===== config.mk =====
export PLATFORM = sky130hd
export DESIGN_NAME = pipeline_hazard_ctrl
export DESIGN_NICKNAME = d
export VERILOG_FILES = /design/src/rtl/pipeline_hazard_ctrl.sv
export SDC_FILE = /design/constraint.sdc
export NUM_CORES = 1
export LEC_CHECK = 0
export BUFFER_PORTS_ARGS = -buffer_cell sky130_fd_sc_hd__buf_4
export CAP_MARGIN = 20
export CORE_MARGIN = 8
export CORE_UTILIZATION = 44
export DETAILED_ROUTE_END_ITERATION = 12
export GPL_TIMING_DRIVEN = 0
export PLACE_DENSITY = 0.76
export SYNTH_ARGS = -nofsm -noshare
export SYNTH_HDL_FRONTEND = slang
export SYNTH_SLANG_ARGS = --single-unit

===== constraint.sdc =====
create_clock -name CLK -period 2 [get_ports CLK]
set_clock_uncertainty 0.05 [all_clocks]
set_input_delay 0.1 -clock CLK [delete_from_list [all_inputs] [get_ports CLK]]
set_output_delay 0.1 -clock CLK [all_outputs]
set_load 0.005 [all_outputs]

===== src/rtl/pipeline_hazard_ctrl.sv =====
// Pipeline hazard unit: RAW/load-use stalls, data-memory wait, control-transfer flush and HALT.
// Build with HZU_FORWARDING_EN defined for a forwarding datapath; only load-use then stalls.
module pipeline_hazard_ctrl #(
    parameter int REGW = 5,
    parameter int CNTW = 16
) (
    input  logic            CLK,
    input  logic            nRST,
    input  logic [REGW-1:0] id_rs,
    input  logic [REGW-1:0] id_rt,
    input  logic            id_uses_rt,
    input  logic [REGW-1:0] ex_rd,
    input  logic [REGW-1:0] mem_rd,
    input  logic            ex_regwrite,
    input  logic            ex_memread,
    input  logic            mem_regwrite,
    input  logic            branch_taken,
    input  logic            jump,
    input  logic            dmemREN,
    input  logic            dmemWEN,
    input  logic            dhit,
    input  logic            halt,
    output logic            stall_ifid,
    output logic            stall_idex,
    output logic            stall_xmem,
    output logic            stall_wb,
    output logic            flush_ifid,
    output logic            flush_idex,
    output logic            flush_xmem,
    output logic            flush_wb,
    output logic            pc_en,
    output logic [2:0]      hz_state,
    output logic [CNTW-1:0] stall_cycles
);

    typedef enum logic [2:0] {
        RUN       = 3'd0,
        DMEM_WAIT = 3'd1,
        RAW_STALL = 3'd2,
        HALT      = 3'd3
    } hz_state_t;

    hz_state_t       state_q, state_d;
    logic [1:0]      raw_cnt_q, raw_cnt_d;
    logic [CNTW-1:0] stall_cycles_q;

    logic       dmem_pend;
    logic       ctrl_xfer;
    logic       raw_hit;
    logic [1:0] raw_load;
    logic       unused_inputs;

    function automatic logic src_match(input logic [REGW-1:0] rs, input logic [REGW-1:0] rt,
                                       input logic uses_rt, input logic [REGW-1:0] rd);
        return ((rs != '0) && (rs == rd)) || (uses_rt && (rt != '0) && (rt == rd));
    endfunction

    assign dmem_pend = (dmemREN | dmemWEN) & ~dhit;
    assign ctrl_xfer = branch_taken | jump;

`ifdef HZU_FORWARDING_EN
    assign raw_hit       = ex_memread && src_match(id_rs, id_rt, id_uses_rt, ex_rd);
    assign raw_load      = 2'd0;
    assign unused_inputs = ^{ex_regwrite, mem_regwrite, mem_rd};
`else
    // An EX producer needs one more bubble than a MEM producer, so it takes precedence.
    logic ex_hit, mem_hit;
    assign ex_hit        = ex_regwrite && src_match(id_rs, id_rt, id_uses_rt, ex_rd);
    assign mem_hit       = mem_regwrite && src_match(id_rs, id_rt, id_uses_rt, mem_rd);
    assign raw_hit       = ex_hit | mem_hit;
    assign raw_load      = ex_hit ? 2'd1 : 2'd0;
    assign unused_inputs = ex_memread;
`endif

    always_comb begin
        state_d    = state_q;
        raw_cnt_d  = raw_cnt_q;
        stall_ifid = 1'b0;
        stall_idex = 1'b0;
        stall_xmem = 1'b0;
        stall_wb   = 1'b0;
        flush_ifid = 1'b0;
        flush_idex = 1'b0;
        flush_xmem = 1'b0;
        flush_wb   = 1'b0;
        pc_en      = 1'b1;
        if (state_q == HALT || halt || dmem_pend) begin
            stall_ifid = 1'b1;
            stall_idex = 1'b1;
            stall_xmem = 1'b1;
            stall_wb   = 1'b1;
            pc_en      = 1'b0;
            if (state_q != HALT)
                state_d = halt ? HALT : DMEM_WAIT;
        end else if (ctrl_xfer) begin
            flush_ifid = 1'b1;
            flush_idex = 1'b1;
            raw_cnt_d  = 2'd0;
            state_d    = RUN;
        end else begin
            case (state_q)
                DMEM_WAIT: state_d = (raw_cnt_q != 2'd0) ? RAW_STALL : RUN;
                RAW_STALL: begin
                    stall_ifid = 1'b1;
                    flush_idex = 1'b1;
                    pc_en      = 1'b0;
                    raw_cnt_d  = (raw_cnt_q != 2'd0) ? raw_cnt_q - 2'd1 : 2'd0;
                    state_d    = (raw_cnt_q <= 2'd1) ? RUN : RAW_STALL;
                end
                default: begin
                    state_d = RUN;
                    if (raw_hit) begin
                        stall_ifid = 1'b1;
                        flush_idex = 1'b1;
                        pc_en      = 1'b0;
                        raw_cnt_d  = raw_load;
                        state_d    = (raw_load != 2'd0) ? RAW_STALL : RUN;
                    end
                end
            endcase
        end
    end

    always_ff @(posedge CLK or negedge nRST) begin
        if (!nRST) begin
            state_q        <= RUN;
            raw_cnt_q      <= 2'd0;
            stall_cycles_q <= '0;
        end else begin
            state_q   <= state_d;
            raw_cnt_q <= raw_cnt_d;
            if (!pc_en && state_q != HALT && stall_cycles_q != '1)
                stall_cycles_q <= stall_cycles_q + 1'b1;
        end
    end

    assign hz_state     = state_q;
    assign stall_cycles = stall_cycles_q;

endmodule

# After elaboration in Yosys (flattened, before gate mapping)
# Index checks and enable logic that the tools add are counted.
# classes
n_addsub	2
magnitude_cmp	1
eq_ne	11
mux	27
n_bitwise	6
n_reduce_logical	20
# op_table
operator	count
$eq A5 B5 Y1	4
$mux W2	9
$add A16 B1 Y16 const B	1
$ne A16 B16 Y1 const B	1
$mux W1	12
$reduce_bool A5 Y1	2
$logic_and A1 B1 Y1	9
$pmux W2 S2	2
$eq A3 B2 Y1 const B	2
$mux W3	2
$logic_or A1 B1 Y1	4
$pmux W1 S2	2
$reduce_bool A2 Y1	2
$eq A3 B1 Y1 const B	1
$ne A3 B2 Y1 const B	1
$or A1 B1 Y1	3
$reduce_and A3 Y1	1
$reduce_bool A3 Y1	1
$le A2 B1 Y1 const B	1
$ne A2 B1 Y1 const B	1
$ne A2 B2 Y1 const B	1
$not A1 Y1	2
$sub A2 B1 Y2 const B	1
$and A1 B1 Y1	1
$logic_not A1 Y1	1
# totals
regBits	21
inputBits	32
out_inout_bits	28
elab_cells	70

# Logic depth before layout (Yosys ltp)
# depth
depth_word	13
depth_mapped	9
mapped_depth_nobuf	9

# Worst setup path after synthesis
# Ideal clock, no wire load.
# synth_timing
path_type	register to register
from	reg state_q[0] (netlist: hz_state[0])
to	reg stall_cycles_q[1] (netlist: stall_cycles[1])
setup_time_ns	0.128
t_arrival_ns	2.026
required_time_ns	1.822
setup_slack_ns	-0.204
path_stages_with_launch	9
path_buffers	0
period_less_slack_ns	2.204
cell_sequence	dfrtp_1 > inv_1 > ha_1 > inv_1 > a21boi_1 > nand2b_1 > o22ai_2 > o21ai_4 > mux2_1
# synth_between
elab_chain_len	7
word_cells_on_any_way	12
cone_classes	eq/ne (4); mux (3); reduce/logical (5)
# synth_lines
element	line	text
from (decl)	43	hz_state_t state_q, state_d;
from (signal assigned)	130	state_q <= state_d;
$eq A3 B2 Y1, or another cell as far along	101	case (state_q)
$pmux W1 S2 or $logic_or A1 B1 Y1 (tied branches)	101, 87	
$mux W1 or $logic_or A1 B1 Y1 (tied branches)	95, 87	
$mux W1	87	if (state_q == HALT || halt || dmem_pend) begin
$logic_not A1 Y1	132	if (!pc_en && state_q != HALT && stall_cycles_q != '1)
$logic_and A1 B1 Y1 * (2 in series)	132	
to (signal assigned)	133	stall_cycles_q <= stall_cycles_q + 1'b1;
to (decl)	45	logic [CNTW-1:0] stall_cycles_q;
# Every way passes the cells marked *; elsewhere a longest branch is shown, timed or not.
# A chain may end at the register's enable or synchronous reset.

# Worst setup path in the final report
# layout_timing
from	reg state_q[0] (netlist: hz_state[0])
to	reg stall_cycles_q[6] (netlist: stall_cycles[6])
# The elaborated chain is that of the path after synthesis.

==> parameters.txt <==
Parameter                              Value

Route
  Routed length per placed instance    16.8 µm
  Drt drc    0
  Violation count after the first detailed-routing iteration    55
  Number of optimization iterations in the first detailed-route pass    4
  Routed via count    1539
  Number of nets with antenna violations after routing    0
  Vias/cell    5.29
  Final Routed Wirelength    4880 µm

Worst setup path
  Worst endpoint data arrival time    2.27 ns
  Data required time of the worst path    2.21 ns
  Kind of end point of the critical path    flip-flop
  Last element of the critical path    stall_cycles[6]
  Largest fanout on the critical path    5
  Reg-to-reg setup timing slack    -0.06 ns
  Worst r2r src    hz_state[0]
  Depth of the worst register-to-register path    11
  Reg-to-Reg End    stall_cycles[6]
  Kind of start point of the critical path    flip-flop
  Critical path start-end classification    reg2reg
  Beginning of the critical path    hz_state[0]

Run
  Reported max-cap violation count    0

GRT
  Aggregate global routing overflow    0
  Antenna violations before repair    0
  Total track usage    16.3%
  First-pass GRT wire length    7160 µm
  Maximum number of pins on one net before global-route repair    21
  Vias in the first global route    1614

Timing
  Worst-case hold slack    0.00609 ns
  Number of pins exceeding their max-slew limit in the final report    0
  Setup slack of the critical path after layout    -0.0566 ns
  Upper clock frequency limit    486 MHz
  Minimum clock period    2.06 ns
  RSZ-0062 raised after global routing    true
  Hold Vio Cnt, Final    0
  Final count of negative-setup-slack endpoints    11
  Post-route fraction of the period consumed by the critical path    103%

Final layout
  Highest-count cells in the layout ignoring fill and taps    71 x buf_4, 30 x xnor2_1, 18 x dfrtp_1
  Most common cell after layout, fill and taps aside    buf_4
  Utilization after layout    74.2%
  Post-route design area    2460 µm²
  Count of nets after finishing    283
  Share of cells above drive strength 1    49.8%
  Signed area change from the synthesized netlist to the final layout    62.9%
  Total inserted antenna cells    0

Synth
  Synth Warn #    0
  Number of register bits inferred by synthesis    20
  Async set-or-reset flop fraction in the synthesized netlist    100%
  Post-synth cell types    40
  Fraction of the yosys area taken by sequential cells    33.2%
  Number of enable-type register cells in the synthesized netlist    0
  Syn avg cell area    9.48 µm²
  Dominant register cell in the synthesized netlist    dfrtp_1
  Cell area after technology mapping    1510 µm²
  Cells after synthesis    159

Power and ir drop
  Pwr per Cell Area    1010 nW/µm²
  Power spent charging and discharging nets    919 µW
  Lkg Pwr    1.06 nW
  Logic gate share of total power    60.8%
  Sw Share    37.2%
  Part of the power in the clock network    14.3%
  Post-route total power    2.47 mW
  Internal portion of total power    1.55 mW
  Fraction of power consumed by sequential logic    24.9%
  Peak supply drop    432 µV

Min path
  Hold crit path type    in2reg

Floorplan
  Total core area    3310 µm²
  Number of core rows    21
  Number of primary I/O pins    60
  Starting density of the core    45.5%
  Die Footprint    5560 µm²
  Y dimension of the die    74.5 µm
  Chip Width    74.5 µm

Run status
  Status    complete, but fails checks
  Violated checks    negative setup slack

Clock tree
  Clock Root Buffer    clkbuf_4
  Later-pin clock latency in the skew report    0.33 ns
  H-tree level count    1
  TritonCTS clock tree    built
  Count of clock tree sinks    20
  Clock edge transition at the registers on the reported setup and hold paths    0.13 ns
  Max Buffers Root-to-Sink    2
  Clock buffers created by TritonCTS    3

Placed design
  Placed inst area    2030 µm²
  Half-perimeter wire length after placement    3090 µm
  Total of buffers placed on input and output ports    55
  Global placer's final weighted congestion    0.795
==> area by class of cell <==
| cell class | instances | area, µm² |
|---|---|---|
| sequential | 20 | 503 |
| timing repair buffer | 80 | 686 |
| buffer | 5 | 37.5 |
| fill | 252 | 855 |
| multi-input combinational | 131 | 1100 |
| clock buffer | 3 | 22.5 |
| inverter | 5 | 23.8 |
| clock inverter | 1 | 30.0 |
| tap | 46 | 57.6 |
==> cell usage after synthesis, types with 2 or more instances <==
| master | count | area (µm²) |
|---|---|---|
| xnor2_1 | 31 | 272 |
| dfrtp_1 | 20 | 500 |
| nor2_1 | 15 | 56.3 |
| nand3_1 | 9 | 45.0 |
| nand2_1 | 7 | 26.3 |
| o211ai_1 | 7 | 52.6 |
| a21oi_1 | 6 | 30.0 |
| and3_1 | 6 | 37.5 |
| nand4_1 | 6 | 37.5 |
| buf_4 | 5 | 37.5 |
| ha_1 | 5 | 62.6 |
| inv_1 | 4 | 15.0 |
| o21ai_0 | 4 | 20.0 |
| mux2_1 | 3 | 33.8 |
| nand2b_1 | 2 | 12.5 |
| nand3b_1 | 2 | 15.0 |
| o21ai_2 | 2 | 17.5 |
| or4_1 | 2 | 15.0 |
| xor2_1 | 2 | 17.5 |
==> repair_timing <==
action,in CTS,in global routing
gates cloned,1,0
setup buffers,13,10
hold buffers,1,0
endpoints found under the hold margin,20,0
pin swaps,18,14
gates resized for setup,13,21
setup endpoints to repair,19,22
==> through the flow <==
| stage | worst slack [ns] | cells | TNS, ns |
|---|---|---|---|
| after floorplan | -0.00707 | 161 | -0.00707 |
| after global placement | -0.245 | 262 | -0.977 |
| after detailed placement | -0.237 | 262 | -1.03 |
| after CTS | -0.0461 | 281 | -0.317 |
| after global routing | -0.197 | 291 | -1.90 |
| final | -0.0566 | 291 | -0.312 |
==> registers in the layout (all words and copies together) (netlist names) <==
signal,cells
hz_state,2
raw_cnt_q,2
stall_cycles,16
==> power by group through the flow <==
stage               clock network [mW]  registers (mW)  logic [mW]
floorplan                            0           0.606       0.609
global placement                     0           0.616       0.952
detailed placement                   0           0.616       0.959
CTS                              0.343           0.609        1.26
global route                     0.369           0.627        1.61
finish                           0.352           0.616        1.50
==> worst max-delay path, stage by stage, from the launching register on <==
cell,delay [ns]
dfrtp_2,0.46
inv_2,0.08
ha_4,0.26
inv_2,0.04
a21boi_4,0.18
buf_6,0.13
nand2b_4,0.07
o22ai_4,0.16
buf_6,0.15
buf_16,0.10
o211ai_1,0.11
xnor2_1,0.20
==> cells by family (layout without fill, tap and decap cells) <==
kind of cell	Yosys count	after routing	share of synthesized area [%]
simple gates	57	57	20.9
xor+xnor	33	33	19.2
compound gates	30	30	16.4
flops	20	20	33.2
buf+inv	10	94	3.73
fa+ha+maj	5	5	4.15
mux	3	3	2.24
other cells	1	3	0.249
==> metal layers <==
layer / track usage [%] / share of wire, %
met1: 17.6 / 40
met2: 28.9 / 52
met3: 4.58 / 6.7
met4: 6.30 / 1.9
met5: 0 / 0
==> worst min path at each step <==
stage / start / end / slack [ns] / depth (start not counted)
final: halt / hz_state[1] / 0.006 / 3
after detailed placement: nRST / stall_cycles[13] / -0.06 / 1
after floorplan: nRST / hz_state[0] / -0.25 / 0
after CTS: halt / hz_state[1] / 0.008 / 3
after global routing: halt / hz_state[1] / 0.05 / 3
after global placement: nRST / stall_cycles[15] / -0.06 / 1
No activity file was read; power rests on OpenSTA's default activity.
